**config.mk**
```make
export PLATFORM = sky130hd
export DESIGN_NAME = sync_down_timer_flat
export DESIGN_NICKNAME = d
export VERILOG_FILES = /design/src/rtl/sync_down_timer_if.sv /design/src/rtl/sync_down_timer.sv /design/src/flat_wrapper.sv
export SDC_FILE = /design/constraint.sdc
export NUM_CORES = 1
export LEC_CHECK = 0
export ABC_AREA = 1
export CAP_MARGIN = 20
export CORE_AREA = 2 2 39 41
export CTS_BUF_LIST = sky130_fd_sc_hd__clkbuf_4 sky130_fd_sc_hd__clkbuf_8
export CTS_CLUSTER_DIAMETER = 30
export DETAILED_ROUTE_END_ITERATION = 8
export DIE_AREA = 0 0 41 43
export DONT_BUFFER_PORTS = 1
export GPL_TIMING_DRIVEN = 0
export PLACE_DENSITY_LB_ADDON = 0.2
export SYNTH_ARGS = -nofsm -noshare
export SYNTH_HDL_FRONTEND = slang
export SYNTH_SLANG_ARGS = --single-unit
```
**constraint.sdc**
```tcl
create_clock -name clk -period 1.4 [get_ports clk]
set_input_delay 0.35 -clock clk [delete_from_list [all_inputs] [get_ports clk]]
set_output_delay 0.35 -clock clk [all_outputs]
set_load 0.05 [all_outputs]
```
**src/rtl/sync_down_timer_if.sv**
```systemverilog
// Port bundle for sync_down_timer: control/load inputs and count/status outputs.
// Signals: load, din, en, reload (master -> timer); q, busy, tc (timer -> master).
interface sync_down_timer_if #(
    parameter int WIDTH = 4
);
    logic             load;
    logic [WIDTH-1:0] din;
    logic             en;
    logic             reload;
    logic [WIDTH-1:0] q;
    logic             busy;
    logic             tc;

    modport master (
        output load,
        output din,
        output en,
        output reload,
        input  q,
        input  busy,
        input  tc
    );

    modport slave (
        input  load,
        input  din,
        input  en,
        input  reload,
        output q,
        output busy,
        output tc
    );
endinterface

```
**src/rtl/sync_down_timer.sv**
```systemverilog
// Loadable down counter / interval timer with one-shot and auto-reload modes.
// Ports: clk, rst (async active-low), bus (slave: load/din/en/reload in; q/busy/tc out).
module sync_down_timer #(
    parameter int WIDTH = 4
) (
    input  logic              clk,
    input  logic              rst,
    sync_down_timer_if.slave  bus
);
    typedef enum logic {
        IDLE = 1'b0,
        RUN  = 1'b1
    } state_e;

    localparam logic [WIDTH-1:0] ZERO = '0;
    localparam logic [WIDTH-1:0] ONE  = WIDTH'(1);

    state_e           state_q, state_d;
    logic [WIDTH-1:0] cnt_q, cnt_d;
    logic [WIDTH-1:0] rld_q, rld_d;
    logic             tc_q, tc_d;

    always_ff @(posedge clk or negedge rst) begin
        if (!rst) begin
            state_q <= IDLE;
            cnt_q   <= ZERO;
            rld_q   <= ZERO;
            tc_q    <= 1'b0;
        end else begin
            state_q <= state_d;
            cnt_q   <= cnt_d;
            rld_q   <= rld_d;
            tc_q    <= tc_d;
        end
    end

    always_comb begin
        state_d = state_q;
        cnt_d   = cnt_q;
        rld_d   = rld_q;
        tc_d    = 1'b0;
        if (bus.load) begin
            // A load restarts the count and never decrements on its own edge.
            cnt_d   = bus.din;
            rld_d   = bus.din;
            state_d = (bus.din != ZERO) ? RUN : IDLE;
        end else if (state_q == RUN && bus.en) begin
            if (cnt_q > ONE) begin
                cnt_d = cnt_q - ONE;
            end else begin
                // Expiry: q==1 in RUN. reload is only consulted here.
                tc_d = 1'b1;
                if (bus.reload) begin
                    cnt_d = rld_q;
                end else begin
                    cnt_d   = ZERO;
                    state_d = IDLE;
                end
            end
        end
    end

    assign bus.q    = cnt_q;
    assign bus.busy = (state_q == RUN);
    assign bus.tc   = tc_q;
endmodule
```
**src/flat_wrapper.sv**
```systemverilog
// flat-port wrapper written by rule: the top's interface ports become plain ports
module sync_down_timer_flat 
#(
    parameter int WIDTH = 4
)
  (clk, rst, bus_load, bus_din, bus_en, bus_reload, bus_q, bus_busy, bus_tc);
  sync_down_timer_if #(.WIDTH(WIDTH)) bus_i ();
  input  logic clk;
  input  logic rst;
  input wire logic [$bits(bus_i.load)-1:0] bus_load;
  input wire logic [$bits(bus_i.din)-1:0] bus_din;
  input wire logic [$bits(bus_i.en)-1:0] bus_en;
  input wire logic [$bits(bus_i.reload)-1:0] bus_reload;
  output wire logic [$bits(bus_i.q)-1:0] bus_q;
  output wire logic [$bits(bus_i.busy)-1:0] bus_busy;
  output wire logic [$bits(bus_i.tc)-1:0] bus_tc;
  assign bus_i.load = bus_load;
  assign bus_i.din = bus_din;
  assign bus_i.en = bus_en;
  assign bus_i.reload = bus_reload;
  assign bus_q = bus_i.q;
  assign bus_busy = bus_i.busy;
  assign bus_tc = bus_i.tc;
  sync_down_timer #(.WIDTH(WIDTH)) u_core (.clk(clk), .rst(rst), .bus(bus_i));
endmodule
```
# Word-level counts from Yosys, hierarchy flattened
# Cells that the tools add are included.
[op_classes] n_addsub=1 n_eq_ne=2 magnitude_cmp=1 reduce_logical=4 mux=12
[ops] cell="$mux W4" n=4
[ops] cell="$mux W1" n=8
[ops] cell="$gt A4 B1 Y1 const B" n=1
[ops] cell="$ne A2 B2 Y1 const B" n=2
[ops] cell="$reduce_bool A4 Y1" n=1
[ops] cell="$sub A4 B1 Y4 const B" n=1
[ops] cell="$reduce_and A3 Y1" n=1
[ops] cell="$reduce_bool A2 Y1" n=1
[ops] cell="$logic_and A1 B1 Y1" n=1
[totals] output_inout_bits=6 word_cells=24 inputBits=9 register_bits=10

# Longest topological paths before layout
# Gate-level depths: netlist of run 1.
[depth] word_depth=4 ltp_mapped=9

# Worst setup path before layout of run 1
# No wires, ideal clock.
[synth_timing] kind="register -> register" startpoint="reg u_core.cnt_q[0] (netlist: u_core.bus.q[0])" endpoint="reg u_core.cnt_q[1] (netlist: u_core.bus.q[1])" t_arrival_ps=1460 path_stages_with_launch=9 synth_period_minus_slack_ps=1585 setup_ps=125 n_path_buf=0 path_slack_ps=-185 path_cell_list="dfrtp_1 > inv_1 > ha_1 > inv_1 > nand2_1 > nand2_4 > nand2_1 > nand4_1 > nand3_1"
[synth_between] elab_chain_cells=4
[synth_rtl] element="start, declared" line="sync_down_timer.sv:19" source="logic [WIDTH-1:0] cnt_q, cnt_d;"
[synth_rtl] element="start signal, assigned" line="sync_down_timer.sv:31" source="cnt_q <= cnt_d;"
[synth_rtl] element="$sub A4 B1 Y4 / $gt A4 B1 Y1 (equally long branches)" line="sync_down_timer.sv:49, sync_down_timer.sv:48"
[synth_rtl] element="$mux W4 (*)" line="sync_down_timer.sv:48" source="if (cnt_q > ONE) begin"
[synth_rtl] element="$mux W4 (*)" line="sync_down_timer.sv:47" source="end else if (state_q == RUN && bus.en) begin"
[synth_rtl] element="$mux W4 (*)" line="sync_down_timer.sv:42" source="if (bus.load) begin"
# Every way passes the cells marked *; elsewhere a longest branch is shown, timed or not. The select of a mux whose other input is x is not followed.
# A chain may end at the register's enable or synchronous reset.

# Final worst setup path of run 1
[layout_timing] startpoint="reg u_core.cnt_q[0] (netlist: u_core.bus.q[0])" endpoint="reg u_core.cnt_q[0] (netlist: u_core.bus.q[0])"
# The elaborated chain is that of the path after synthesis.

==> flow_metrics.tcl, run 1 <==
set metrics [dict create \
    status "finished, final reports clean" \
    drtAntennaViolNets 0 \
    die_h_um 43 \
    layout-drive-gt1-share_pct 29.5 \
    pin_count 15 \
    place_hpwl_um 909 \
    r2r-end "u_core.bus.q[0]" \
    clk_pin_slew_ns 0.06 \
    cp_data_required_time_ns 1.55 \
    finalCritPeriodShare_pct 96.7 \
    irDropWorstVdd_uv 607 \
    leakagePower_nw 0.373 \
    whs_endpoint "u_core.bus.tc" \
    vias 506 \
    yosysUniqueCellTypes 16 \
    post_drt_wl_per_cell_um 11.6 \
    drc_errors 0 \
    cts_inserted_buffers 3 \
    grt_use_total_pct 16.7 \
    whs_path_depth 1 \
    core_mm2 0.00138 \
    clkSinkCount 10 \
    yosys_warnings 0 \
    reg2regPathDepth 9 \
    placed_area_um2 616 \
    synth_common_cells "34 x nand2_1, 10 x dfrtp_1, 10 x inv_1" \
    path_buf_inv 2 \
    worstHoldStart "bus_load" \
    critical_path_class "flop to flop" \
    relSlewSlack_pct 60.0 \
    crit-reg2reg-launch "u_core.bus.q[0]" \
    insertion_delay_ns 0.26 \
    slowest_delay_ns 0.59 \
    fill_cells 141 \
    finalSetupViolCount 0 \
    drt-total-wl_um 1210 \
    syn_nets 92 \
    finalHoldViolCount 0 \
    yosysMostFrequentCell "nand2_1" \
    seq_area_um2 258 \
    fin_nets 100 \
    finalPower_uw 943 \
    crit_fanout 6 \
    synth_cells 81 \
    synth.avg_cell_area_um2 7.32 \
    startpoint_type "flop" \
    arrival_ns 1.50 \
    tightest_slew_ns 0.601 \
    htreeDepth 1 \
    grt_pass1_wl_um 1980 \
    grt_pass1_vias 471 \
    finalCriticalPeriod_ns 1.35 \
    crit_family "flip-flops" \
    final_cell_area_um2 729 \
    place.port_buffers 0 \
    hold_ws_ns 0.160 \
    ys_ff_latch 10 \
    antenna_cells 0 \
    synth.area.top_cells "dfrtp_1 42%, nand2_1 22%, inv_1 6.3%" \
    die_x_um 41 \
    cts_root_buf "clkbuf_4" \
    routabilityCongestion 0.720 \
    yosys.area.top_type_share_pct 42.2 \
    finClkSkew_ns 0.00208 \
    cap_violations 0 \
    syn_area_um2 593 \
    yosysSeqAreaShare_pct 42.2 \
    cts_buffer_depth 2 \
    rsz0062_at_grt "true" \
    rows 14 \
    initial_core_util_pct 42.9 \
    grt_max_degree 11 \
    cts_tree "yes" \
    synth_edf_count 0 \
    antenna_found_initial 0 \
    worstPathCellList "inv_4 -> ha_4 -> inv_2 -> nand2_4 -> nand2_4 -> nand2_1 -> o21ai_1 -> nand2_1 -> nand3_2" \
    async_flop_share_pct 100 \
    hold_path_class "primary input to flop" \
    viasPerCell 4.87 \
    die-area_mm2 0.00176 \
    ys.flop_type "dfrtp_1" \
    fmax_mhz 739 \
    finalMaxSlewViolations 0 \
    rrSetupSlack_ns 0.05 \
    slowest_stage "dfrtp_4" \
    dr.pass1.iters 4 \
    multi_input_area_um2 338 \
    end_kind "flop" \
    powerDensity_mw_per_mm2 1290 \
    area_growth_pct 23.0 \
    drtIter0Drc 9 \
    synth_top_area_cell "dfrtp_1" \
    overflow 0 \
]
-- power by group --
part / switching (mW) / leakage, nW / internal (mW) / total [mW]
clock: 0.102 / 0.0210 / 0.158 / 0.260
combinational: 0.133 / 0.234 / 0.0976 / 0.231
sequential: 0.127 / 0.117 / 0.325 / 0.452
total: 0.362 / 0.373 / 0.581 / 0.943
-- cell type report --
| class | instances | share of cell area, % |
|---|---|---|
| multi-input combinational | 59 | 46.3 |
| sequential | 10 | 35.3 |
| inverter | 12 | 7.20 |
| clock buffer | 4 | 4.97 |
| timing repair buffer | 3 | 3.43 |
| tap | 16 | 2.74 |
-- cell families (layout without fill, tap and decap cells) --
kind of cell / count (synthesis) / in the layout / synth area share [%]
DFF: 10 / 10 / 42.2
adders and majority gates: 2 / 2 / 4.22
and+or+nand+nor: 51 / 51 / 38.6
AOI/OAI and AO/OA: 6 / 6 / 6.96
buffers and inverters: 12 / 19 / 8.02
-- state kept, by name (all words and copies together) (netlist names) --
register	count
u_core.bus.q	4
u_core.rld_q	4
u_core.bus.tc	1
u_core.bus.busy	1
-- worst max path at each step --
| stage | from | end | slack (ns) | depth (start not counted) |
|---|---|---|---|---|
| after floorplan | u_core.bus.q[0] | u_core.bus.q[0] | 0.03 | 9 |
| after global placement | u_core.bus.q[0] | u_core.bus.q[0] | -0.10 | 9 |
| after detailed placement | u_core.bus.q[0] | u_core.bus.busy | -0.1 | 7 |
| after CTS | u_core.bus.q[0] | u_core.bus.q[0] | 0.003 | 9 |
| after global routing | u_core.bus.q[0] | u_core.bus.q[0] | -0.03 | 9 |
| final | u_core.bus.q[0] | u_core.bus.q[0] | 0.05 | 9 |
-- layout by cell type, fill, tap and decap left out, types with 2 or more instances in the layout --
master	instances
buf_4	2
clkbuf_4	3
dfrtp_1	6
dfrtp_2	3
ha_4	2
inv_1	6
inv_2	3
inv_4	3
nand2_1	33
nand2_4	3
nand3_1	5
nand4_1	2
nor2_1	4
o21ai_0	3
-- metrics by stage --
stage	utilization, %	TNS, ns	setup slack [ns]	cells
after floorplan	-	0	0.0291	81
after global placement	44.5	-0.393	-0.104	97
after detailed placement	44.5	-0.382	-0.0960	97
after CTS	50.9	0	0.00283	103
after global routing	52.7	-0.0517	-0.0256	104
final	52.7	0	0.0465	104
-- layer usage --
metal	share of wire, %	GRT usage [%]
met5	0	0
met4	1.2	10.0
met3	6.7	2.09
met2	44	23.4
met1	48	23.4
-- what timing repair did --
item / 4_1_cts / 5_1_grt
gates resized for setup: 9 / 7
hold endpoints to repair: 10 / 0
endpoints found under the setup margin: 5 / 6
setup buffers: 1 / 1
pin swaps: 3 / 2
hold buffers: 1 / 0
No activity file was read; power rests on OpenSTA's default activity.
==> run 2: changes to the inputs <==
CAP_MARGIN = not set   (was 20)
==> results of run 2 <==
Final layout, timing and power as in run 1 (identical DEF).
